**src/rtl/tqvp_jnms_pdm_tx_pkg.sv**
```systemverilog
// Shared constants for the PDM transmitter: register map, STATUS layout, FIFO geometry.
package tqvp_jnms_pdm_tx_pkg;

    localparam int FIFO_DEPTH = 4;
    localparam int SAMPLE_W   = 16;

    localparam logic [5:0] ADDR_CTRL   = 6'h00;
    localparam logic [5:0] ADDR_HALF   = 6'h04;
    localparam logic [5:0] ADDR_OSR    = 6'h08;
    localparam logic [5:0] ADDR_DATA   = 6'h0C;
    localparam logic [5:0] ADDR_STATUS = 6'h10;
    localparam logic [5:0] ADDR_THRESH = 6'h14;

    localparam int ST_FULL     = 8;
    localparam int ST_EMPTY    = 9;
    localparam int ST_UNDERRUN = 16;
    localparam int ST_OVERFLOW = 17;

    // Two's complement to offset-binary conversion mask.
    localparam logic [SAMPLE_W-1:0] SIGN_FLIP = 16'h8000;

    typedef enum logic [1:0] {
        WR_BYTE = 2'b00,
        WR_HALF = 2'b01,
        WR_WORD = 2'b10,
        WR_NONE = 2'b11
    } wr_size_e;

endpackage

```
**src/rtl/tqvp_jnms_pdm_tx_fifo.sv**
```systemverilog
// 4-entry sample FIFO. Push while full succeeds only when a pop happens in the same cycle.
module pdm_tx_fifo
    import tqvp_jnms_pdm_tx_pkg::*;
(
    input  logic                clk,
    input  logic                rst_n,
    input  logic                push,
    input  logic                pop,
    input  logic [SAMPLE_W-1:0] wdata,
    output logic [SAMPLE_W-1:0] rdata,
    output logic [2:0]          level,
    output logic                full,
    output logic                empty
);

    localparam int PW = $clog2(FIFO_DEPTH);

    logic [SAMPLE_W-1:0] mem_q [FIFO_DEPTH];
    logic [SAMPLE_W-1:0] mem_d [FIFO_DEPTH];
    logic [PW-1:0]       wr_ptr_q, wr_ptr_d, rd_ptr_q, rd_ptr_d;
    logic [2:0]          level_q, level_d;
    logic                do_push, do_pop;

    always_comb begin
        full     = (level_q == 3'(FIFO_DEPTH));
        empty    = (level_q == 3'd0);
        do_pop   = pop && !empty;
        do_push  = push && (!full || pop);
        mem_d    = mem_q;
        wr_ptr_d = wr_ptr_q;
        rd_ptr_d = rd_ptr_q;
        level_d  = level_q;
        if (do_push) begin
            mem_d[wr_ptr_q] = wdata;
            wr_ptr_d        = wr_ptr_q + PW'(1);
        end
        if (do_pop) begin
            rd_ptr_d = rd_ptr_q + PW'(1);
        end
        case ({do_push, do_pop})
            2'b10:   level_d = level_q + 3'd1;
            2'b01:   level_d = level_q - 3'd1;
            default: level_d = level_q;
        endcase
    end

    always_ff @(posedge clk) begin
        if (!rst_n) begin
            for (int i = 0; i < FIFO_DEPTH; i++) mem_q[i] <= '0;
            wr_ptr_q <= '0;
            rd_ptr_q <= '0;
            level_q  <= '0;
        end else begin
            mem_q    <= mem_d;
            wr_ptr_q <= wr_ptr_d;
            rd_ptr_q <= rd_ptr_d;
            level_q  <= level_d;
        end
    end

    assign rdata = mem_q[rd_ptr_q];
    assign level = level_q;

endmodule

```
**src/rtl/tqvp_jnms_pdm_tx.sv**
```systemverilog
// PDM transmitter: register file, pdm_clk divider, OSR counter and first-order
// sigma-delta modulator fed from a 4-entry sample FIFO.
module tqvp_jnms_pdm_tx
    import tqvp_jnms_pdm_tx_pkg::*;
(
    input  logic        clk,
    input  logic        rst_n,
    input  logic [7:0]  ui_in,
    output logic [7:0]  uo_out,
    input  logic [5:0]  address,
    input  logic [31:0] data_in,
    input  logic [1:0]  data_write_n,
    input  logic [1:0]  data_read_n,
    output logic [31:0] data_out,
    output logic        data_ready,
    output logic        user_interrupt
);

    logic                en_q, en_d, irq_en_q, irq_en_d;
    logic [7:0]          half_q, half_d, osr_q, osr_d;
    logic [2:0]          thresh_q, thresh_d;
    logic                underrun_q, underrun_d, overflow_q, overflow_d;
    logic [7:0]          div_cnt_q, div_cnt_d, osr_cnt_q, osr_cnt_d;
    logic                pdm_clk_q, pdm_clk_d, pdm_data_q, pdm_data_d;
    logic                started_q, started_d;
    logic [SAMPLE_W-1:0] acc_q, acc_d, cur_q, cur_d;

    wr_size_e            wr_size;
    logic                wr_any, wr_wide, wr_word, push;
    logic                div_hit, step, fetch;
    logic [SAMPLE_W-1:0] sample, fifo_rdata;
    logic [SAMPLE_W:0]   sum;
    logic [2:0]          fifo_level;
    logic                fifo_full, fifo_empty;

    assign wr_size = wr_size_e'(data_write_n);
    assign wr_any  = (wr_size != WR_NONE);
    assign wr_wide = (wr_size == WR_HALF) || (wr_size == WR_WORD);
    assign wr_word = (wr_size == WR_WORD);
    assign push    = wr_wide && (address == ADDR_DATA);

    pdm_tx_fifo u_fifo (
        .clk   (clk),
        .rst_n (rst_n),
        .push  (push),
        .pop   (fetch),
        .wdata (data_in[SAMPLE_W-1:0]),
        .rdata (fifo_rdata),
        .level (fifo_level),
        .full  (fifo_full),
        .empty (fifo_empty)
    );

    always_comb begin
        en_d     = en_q;
        irq_en_d = irq_en_q;
        half_d   = half_q;
        osr_d    = osr_q;
        thresh_d = thresh_q;
        if (wr_any) begin
            case (address)
                ADDR_CTRL: begin
                    en_d     = data_in[0];
                    irq_en_d = data_in[1];
                end
                ADDR_HALF:   half_d   = data_in[7:0];
                ADDR_OSR:    osr_d    = data_in[7:0];
                ADDR_THRESH: thresh_d = data_in[2:0];
                default: ;
            endcase
        end
    end

    // Steps are gated by en_d so a disabling write never consumes a sample.
    always_comb begin
        div_hit = (div_cnt_q == half_q);
        step    = en_q && en_d && (!started_q || (div_hit && pdm_clk_q));
        fetch   = step && (osr_cnt_q == 8'd0);
        sample  = fetch ? (fifo_empty ? '0 : fifo_rdata) : cur_q;
        sum     = {1'b0, acc_q} + {1'b0, sample ^ SIGN_FLIP};

        started_d  = en_d && (started_q || step);
        div_cnt_d  = '0;
        osr_cnt_d  = '0;
        pdm_clk_d  = 1'b0;
        pdm_data_d = 1'b0;
        acc_d      = '0;
        cur_d      = '0;
        if (en_d && en_q) begin
            div_cnt_d  = div_hit ? 8'd0 : div_cnt_q + 8'd1;
            pdm_clk_d  = pdm_clk_q ^ div_hit;
            osr_cnt_d  = osr_cnt_q;
            pdm_data_d = pdm_data_q;
            acc_d      = acc_q;
            cur_d      = cur_q;
            if (step) begin
                osr_cnt_d  = (osr_cnt_q >= osr_q) ? 8'd0 : osr_cnt_q + 8'd1;
                pdm_data_d = sum[SAMPLE_W];
                acc_d      = sum[SAMPLE_W-1:0];
                cur_d      = sample;
            end
        end
    end

    // Setting a sticky flag wins over a clear in the same cycle.
    always_comb begin
        underrun_d = underrun_q;
        overflow_d = overflow_q;
        if (wr_word && (address == ADDR_STATUS)) begin
            if (data_in[ST_UNDERRUN]) underrun_d = 1'b0;
            if (data_in[ST_OVERFLOW]) overflow_d = 1'b0;
        end
        if (fetch && fifo_empty)            underrun_d = 1'b1;
        if (push && fifo_full && !fetch)    overflow_d = 1'b1;
    end

    always_ff @(posedge clk) begin
        if (!rst_n) begin
            en_q       <= 1'b0;
            irq_en_q   <= 1'b0;
            half_q     <= '0;
            osr_q      <= '0;
            thresh_q   <= '0;
            underrun_q <= 1'b0;
            overflow_q <= 1'b0;
            div_cnt_q  <= '0;
            osr_cnt_q  <= '0;
            pdm_clk_q  <= 1'b0;
            pdm_data_q <= 1'b0;
            started_q  <= 1'b0;
            acc_q      <= '0;
            cur_q      <= '0;
        end else begin
            en_q       <= en_d;
            irq_en_q   <= irq_en_d;
            half_q     <= half_d;
            osr_q      <= osr_d;
            thresh_q   <= thresh_d;
            underrun_q <= underrun_d;
            overflow_q <= overflow_d;
            div_cnt_q  <= div_cnt_d;
            osr_cnt_q  <= osr_cnt_d;
            pdm_clk_q  <= pdm_clk_d;
            pdm_data_q <= pdm_data_d;
            started_q  <= started_d;
            acc_q      <= acc_d;
            cur_q      <= cur_d;
        end
    end

    always_comb begin
        data_out = '0;
        case (address)
            ADDR_CTRL:   data_out[1:0] = {irq_en_q, en_q};
            ADDR_HALF:   data_out[7:0] = half_q;
            ADDR_OSR:    data_out[7:0] = osr_q;
            ADDR_THRESH: data_out[2:0] = thresh_q;
            ADDR_STATUS: begin
                data_out[2:0]        = fifo_level;
                data_out[ST_FULL]    = fifo_full;
                data_out[ST_EMPTY]   = fifo_empty;
                data_out[ST_UNDERRUN] = underrun_q;
                data_out[ST_OVERFLOW] = overflow_q;
            end
            default: ;
        endcase
    end

    assign uo_out         = {5'b0, pdm_data_q, pdm_clk_q, 1'b0};
    assign data_ready     = 1'b1;
    assign user_interrupt = irq_en_q && en_q && (fifo_level <= thresh_q);

    logic unused_inputs;
    assign unused_inputs = ^{ui_in, data_read_n, data_in[31:18]};

endmodule

```
**config.mk**
```make
export PLATFORM = sky130hd
export DESIGN_NAME = tqvp_jnms_pdm_tx
export DESIGN_NICKNAME = d
export VERILOG_FILES = /design/src/rtl/tqvp_jnms_pdm_tx_pkg.sv /design/src/rtl/tqvp_jnms_pdm_tx_fifo.sv /design/src/rtl/tqvp_jnms_pdm_tx.sv
export SDC_FILE = /design/constraint.sdc
export NUM_CORES = 1
export LEC_CHECK = 0
export ABC_CLOCK_PERIOD_IN_PS = 3600
export BUFFER_PORTS_ARGS = -buffer_cell sky130_fd_sc_hd__buf_2
export CAP_MARGIN = 20
export CORE_ASPECT_RATIO = 1.5
export CORE_MARGIN = 2
export CORE_UTILIZATION = 53
export DETAILED_ROUTE_END_ITERATION = 12
export HOLD_SLACK_MARGIN = 0.02
export PLACE_DENSITY = 0.75
export SYNTH_ARGS = -nofsm -noshare
export SYNTH_HDL_FRONTEND = slang
export SYNTH_HIERARCHICAL = 1
export SYNTH_SLANG_ARGS = --single-unit
```
**constraint.sdc**
```tcl
create_clock -name clk -period 3.6 [get_ports clk]
set_input_delay 0 -clock clk [delete_from_list [all_inputs] [get_ports clk]]
set_output_delay 0 -clock clk [all_outputs]
set_load 0.01 [all_outputs]
```
Word-level counts from Yosys, hierarchy flattened

Index checks and enable logic that the tools add are counted.
Widths: inputs -> output; s select.

$add $sub $neg: 7
Multipliers: 0
Div/mod/pow operators: 0
$lt $le $gt $ge: 5
Equality and inequality tests: 12
Shift operators: 0
Multiplexer cells: 23
Bitwise operators: 6
Reduce and logical (&&, ||, !) cells: 39

Operators by type and width:

| kind                | number |
|---|---|
| $mux 16             | 5 |
| $bwmux 64           | 1 |
| $bmux 16 s2         | 1 |
| $demux 16 s2        | 1 |
| $add 16x16->17      | 1 |
| $add 8x1->8 const B | 2 |
| $logic_and 1x1->1   | 15 |
| $reduce_and 2->1    | 7 |
| $eq 6x4->1 const B  | 2 |
| $eq 6x5->1 const B  | 2 |
| $pmux 2 s5          | 1 |
| $pmux 5 s2          | 1 |
| $reduce_bool 2->1   | 5 |
| $eq 8x8->1          | 1 |
| $ge 8x8->1          | 1 |
| $logic_not 8->1     | 1 |
| $mux 1              | 8 |
| $mux 8              | 1 |
| $eq 6x3->1 const B  | 1 |
| $ge 3x3->1 const B  | 2 |
| $logic_not 6->1     | 1 |
| $not 2->3           | 2 |
| $pmux 3 s2          | 1 |
| $add 2x1->2 const B | 2 |
| 16 further kinds    | 27 |

Bits in registers: 145
Bits in latches: 0
Bits in writable memories: 0
Memory bits (read-only): 0
Input bits: 52
Output and inout port bits: 42
Logic and storage cells: 113
Memories: 0

Longest topological paths before layout

Depth in word-level cells: 10
Depth in mapped cells: 19
Mapped depth without buffers: 16

Modules after synthesis

The synthesis kept the hierarchy.

Modules (own cells, without submodules):

| module           | times used | cells each | area an instance (um^2) | sequential area each (um^2) |
|---|---|---|---|---|
| tqvp_jnms_pdm_tx | 1          | 507        | 4538.1                  | 1481.4 |
| pdm_tx_fifo      | 1          | 296        | 3155.5                  | 1421.4 |

Worst setup path after synthesis

Ideal clock, no wire load.

Path kind: register to register
Start: register div_cnt_q[0]
End: register acc_q[12]
Library setup time: 120 ps
Arrival: 3461 ps
Data required time: 3480 ps
Slack: 20 ps
Stages on the path, launching flop included: 20
Buffers on the path: 3
Clock period less this slack: 3580 ps
Cells stage by stage: dfxtp_1 -> xnor2_1 -> nand4_1 -> nor2_1 -> ha_1 -> o221a_1 -> buf_6 -> and3_4 -> buf_6 -> buf_12 -> mux2_4 -> ha_1 -> inv_1 -> fa_1 -> nor2b_1 -> o31ai_1 -> a21oi_1 -> a31oi_1 -> nor4_1 -> a211o_1

Longest elaborated chain between the ends: 7

Ends and longest elaborated chain:

| element                  | line                    | RTL |
|---|---|---|
| start: declaration       | tqvp_jnms_pdm_tx.sv:23  | `logic [7:0] div_cnt_q, div_cnt_d, osr_cnt_q, osr_cnt_d;` |
| start signal: assignment | tqvp_jnms_pdm_tx.sv:141 | `div_cnt_q <= div_cnt_d;` |
| $eq 8x8->1               | tqvp_jnms_pdm_tx.sv:76  | `div_hit = (div_cnt_q == half_q);` |
| $logic_and 1x1->1        | tqvp_jnms_pdm_tx.sv:77  | `step = en_q && en_d && (!started_q \|\| (div_hit && pdm_clk_q));` |
| $logic_or 1x1->1         | tqvp_jnms_pdm_tx.sv:77  |  |
| $logic_and 1x1->1        | tqvp_jnms_pdm_tx.sv:77  |  |
| $logic_and 1x1->1        | tqvp_jnms_pdm_tx.sv:78  | `fetch = step && (osr_cnt_q == 8'd0);` |
| net fetch                | tqvp_jnms_pdm_tx.sv:30  | `logic div_hit, step, fetch;` |
| $mux 16                  | tqvp_jnms_pdm_tx.sv:79  | `sample = fetch ? (fifo_empty ? '0 : fifo_rdata) : cur_q;` |
| net sample[0]            | tqvp_jnms_pdm_tx.sv:31  | `logic [SAMPLE_W-1:0] sample, fifo_rdata;` |
| $add 16x16->17           | tqvp_jnms_pdm_tx.sv:80  | `sum = {1'b0, acc_q} + {1'b0, sample ^ SIGN_FLIP};` |
| end signal: assignment   | tqvp_jnms_pdm_tx.sv:131 | `acc_q <= '0;` |
| end signal: assignment   | tqvp_jnms_pdm_tx.sv:146 | `acc_q <= acc_d;` |
| end: declaration         | tqvp_jnms_pdm_tx.sv:26  | `logic [SAMPLE_W-1:0] acc_q, acc_d, cur_q, cur_d;` |

The timed path passes the listed nets, and every way through them passes these cells.
A chain may end at the register's enable or synchronous reset.

Worst setup path after layout

Start: register half_q[3]
End: register acc_q[15]

Elaborated cells on any way between the ends: 8

RTL lines:

| element                  | line                    | RTL |
|---|---|---|
| start: declaration       | tqvp_jnms_pdm_tx.sv:20  | `logic [7:0] half_q, half_d, osr_q, osr_d;` |
| start signal: assignment | tqvp_jnms_pdm_tx.sv:136 | `half_q <= half_d;` |
| $eq 8x8->1               | tqvp_jnms_pdm_tx.sv:76  |  |
| $logic_and 1x1->1        | tqvp_jnms_pdm_tx.sv:77  |  |
| $logic_or 1x1->1         | tqvp_jnms_pdm_tx.sv:77  |  |
| $logic_and 1x1->1        | tqvp_jnms_pdm_tx.sv:77  |  |
| $logic_and 1x1->1        | tqvp_jnms_pdm_tx.sv:78  |  |
| $mux 16                  | tqvp_jnms_pdm_tx.sv:79  |  |
| net sample[5]            | tqvp_jnms_pdm_tx.sv:31  |  |
| $add 16x16->17           | tqvp_jnms_pdm_tx.sv:80  |  |

The timed path passes the listed nets, and every way through them passes these cells.

==> metrics.cfg <==
[status]
status = finished, final reports clean

[logic_synthesis]
yosysWarningCount = 6
avgSynthCellArea_um2 = 9.58
synth-main-ff-cell = dfxtp_1
async_reset_ff_frac = 0
synth_edf_count = 0
syn_inst = 803
synth_top_area_share = 0.377
yosysTopAreaCell = dfxtp_1
syn_area_um2 = 7690
ys_types = 65
ys_seq_area_frac = 0.377
synth_seq_cells = 145
synth.area.top_cells = dfxtp_1 (38%), mux2i_1 (12%), ha_1 (6.2%)

[timing]
min_period_ns = 3.59
setup_viol = 0
max_slew_margin = 0.160
rsz0062_at_grt = true
tightestPinTransition_ns = 1.26
hold_ws_ns = 0.0661
fin_worst_skew_ns = 0.00593
hold_viol = 0
fin_setup_tns_ns = 0
fmax_ghz = 0.279
slew_violations = 0
fin_crit_sh = 0.997

[route]
via_per_inst = 5.37
drtAntennaViolNets = 0
wl_per_cell_um = 15.9
routed_wl_um = 17600
drt_iter0_markers = 201
first_pass_iters = 4
num_vias = 5953
remaining_drc_errors = 0

[worst_setup_path]
path_class = reg2reg
cp.depth = 17
critical_path.top_delay_family = simple AND/OR/NAND/NOR gates
cp-end-kind = flop
startpoint_type = flop
rr_worst_depth = 17
critical-path-max-stage-delay_ns = 0.39
path_cells = xnor2_2 > nand4_1 > nor2_2 > ha_2 > o221a_1 > and3_4 > buf_12 > buf_4 > mux2_4 > ha_4 > buf_4 > nand2_2 > a21oi_4 > a31oi_4 > o21ba_4 > or4_1 > nand3_1
path_common_cell = buf_4
slowest_stage = or4_1
cp_max_fo = 9
worstPathArrival_ns = 3.95
cp.required_ns = 3.96
cp_num_buf_inv = 3

[floorplan]
die_w_um = 102
rows = 53
initial_core_util = 0.545
core_um2 = 14100
die-area_um2 = 15500
die_height_um = 152
ios = 94

[global_route]
grt_antenna_before_repair = 0
grt_pass1_wl_um = 27600
grt_max_degree = 84
track_usage = 0.225
grt_pass1_vias = 5855
grt-ovfl-total = 0

[place]
gp_congestion = 0.879
dp_hpwl_um = 11600
portBuffers = 42

[clock_network]
insertion_delay_ns = 0.42
cts_buffer_depth = 2
cts-root-buf = clkbuf_16
ctsHtreeMaxLevel = 4
cts_sinks = 145
clk_transition_reported_paths_ns = 0.06
numCtsBuffers = 17
cts_tree = built

[worst_hold_path]
whs_path_depth = 4
hold_path.class = in2reg

[run]
cap_violations = 0

[final_layout]
diodes = 0
final-seq-area_um2 = 2920
drive_gt1_frac = 0.240
fillCellCount = 1090
syn_to_final_growth_pct = 21.7
nets = 996
multiInputGateArea_um2 = 4650

[power_and_ir_drop]
leakage_nw = 3.55
powerDensity_nw_per_um2 = 379
ir_drop_uv = 349

==> worst reg2reg max path, delay by kind of cell, from the launching register on <==
family          cells  cell delay (ns)
compound gates      4             0.75
flops               1             0.37
mux                 1             0.31
fa+ha+maj           2             0.48
buf+inv             3             0.36
xor+xnor            1             0.12
simple gates        6             1.13
==> flip-flops by register name, summed over array words and instances, names as in the netlist <==
register,cells
started_q,1
half_q,8
div_cnt_q,8
osr_cnt_q,8
acc_q,16
thresh_q,3
u_fifo/wr_ptr_q,2
en_q,1
pdm_clk_q,1
u_fifo/rd_ptr_q,2
u_fifo/level,3
u_fifo/mem_q,64
underrun_q,1
cur_q,16
osr_q,8
overflow_q,1
pdm_data_q,1
irq_en_q,1
==> cells by family (layout without fill, tap and decap cells) <==
logic type	count (synthesis)	in the layout	share of synthesized area
xor gates and xnor gates	30	30	0.0342
AOI/OAI and AO/OA	94	94	0.0818
buffers and inverters	86	175	0.0652
and+or+nand+nor	285	285	0.185
muxes	121	121	0.188
other	2	27	0.000976
adders and majority gates	40	40	0.0670
DFF	145	145	0.377
==> synthesized netlist by cell type (16+ instances only) <==
master and instances:
nand2_1 124, nor2_1 30, ha_1 38, mux2i_1 91, mux4_2 16, nor2b_1 43
a21oi_1 25, clkbuf_1 18, and2_1 24, inv_1 25, dfxtp_1 145, buf_4 29
xnor2_1 17
==> layout by cell type, fill, tap and decap left out, drive strengths merged, types with 3 or more instances in the layout <==
| master | n |
|---|---|
| nor2b | 43 |
| nor4 | 5 |
| a22oi | 3 |
| and3 | 9 |
| dlygate4sd3 | 18 |
| dfxtp | 145 |
| and2 | 25 |
| or4 | 3 |
| nor2 | 34 |
| o21a | 3 |
| buf | 100 |
| clkinv | 5 |
| conb | 27 |
| mux2 | 14 |
| nor3 | 5 |
| mux2i | 91 |
| xnor2 | 17 |
| nand2b | 3 |
| mux4 | 16 |
| nand2 | 124 |
| nand3 | 12 |
| o21ai | 14 |
| xor2 | 13 |
| clkbuf | 18 |
| inv | 32 |
| a21oi | 25 |
| or3 | 4 |
| a21o | 13 |
| ha | 38 |
| a31oi | 6 |
| nand4 | 10 |
| a22o | 6 |
| a21boi | 3 |
==> final timing paths <==
| check | start | to | slack (ns) |
|---|---|---|---|
| setup / recovery | half_q[3]$_SDFFE_PN0P_ | acc_q[15]$_SDFFE_PN0P_ | 0.01 |
| hold / removal | data_in[0] | half_q[0]$_SDFFE_PN0P_ | 0.07 |
| setup reg to reg | half_q[3]$_SDFFE_PN0P_ | acc_q[15]$_SDFFE_PN0P_ | 0.01 |
| hold reg to reg | started_q$_SDFF_PN0_ | started_q$_SDFF_PN0_ | 0.45 |
==> layer usage <==
| metal | track usage | wire length (um) | up-vias |
|---|---|---|---|
| li1 | - | - | 2929 |
| met1 | 0.251 | 7330 | 2884 |
| met2 | 0.420 | 9500 | 114 |
| met3 | 0.0427 | 491 | 26 |
| met4 | 0.0820 | 316 | 0 |
| met5 | 0 | 0 | - |
==> what timing repair did <==
item	CTS	global route
setup buffers	4	9
pin swaps	8	10
gates resized for setup	9	48
endpoints found under the hold margin	87	0
hold buffers	18	0
setup endpoints to repair	3	11
==> cell type report <==
cell class	instances	share of cell area
multi-input combinational	597	0.496
sequential	145	0.312
timing repair buffer	118	0.0911
clock buffer	18	0.0469
tap	192	0.0257
clock inverter	14	0.0183
inverter	25	0.0100
==> where the power goes <==
group,total (mW),switching (mW),internal (mW)
registers,1.61,0.00217,1.61
clock network,1.82,0.751,1.07
logic,0.121,0.0744,0.0469
total,3.55,0.827,2.72
==> through the flow <==
step / util / cell area [um2] / setup WS (ns) / std cells / total power, mW
after floorplan: - / 7790 / 0.0195 / 828 / 1.73
after global routing: 0.663 / 9370 / -0.136 / 1109 / 3.65
after global placement: 0.581 / 8210 / 0.0484 / 1047 / 1.75
after CTS: 0.642 / 9070 / -0.00448 / 1101 / 3.56
final: 0.663 / 9370 / 0.0122 / 1109 / 3.55
after detailed placement: 0.581 / 8210 / -0.0406 / 1047 / 1.75
Note: power is estimated with default switching activity, not from simulation.
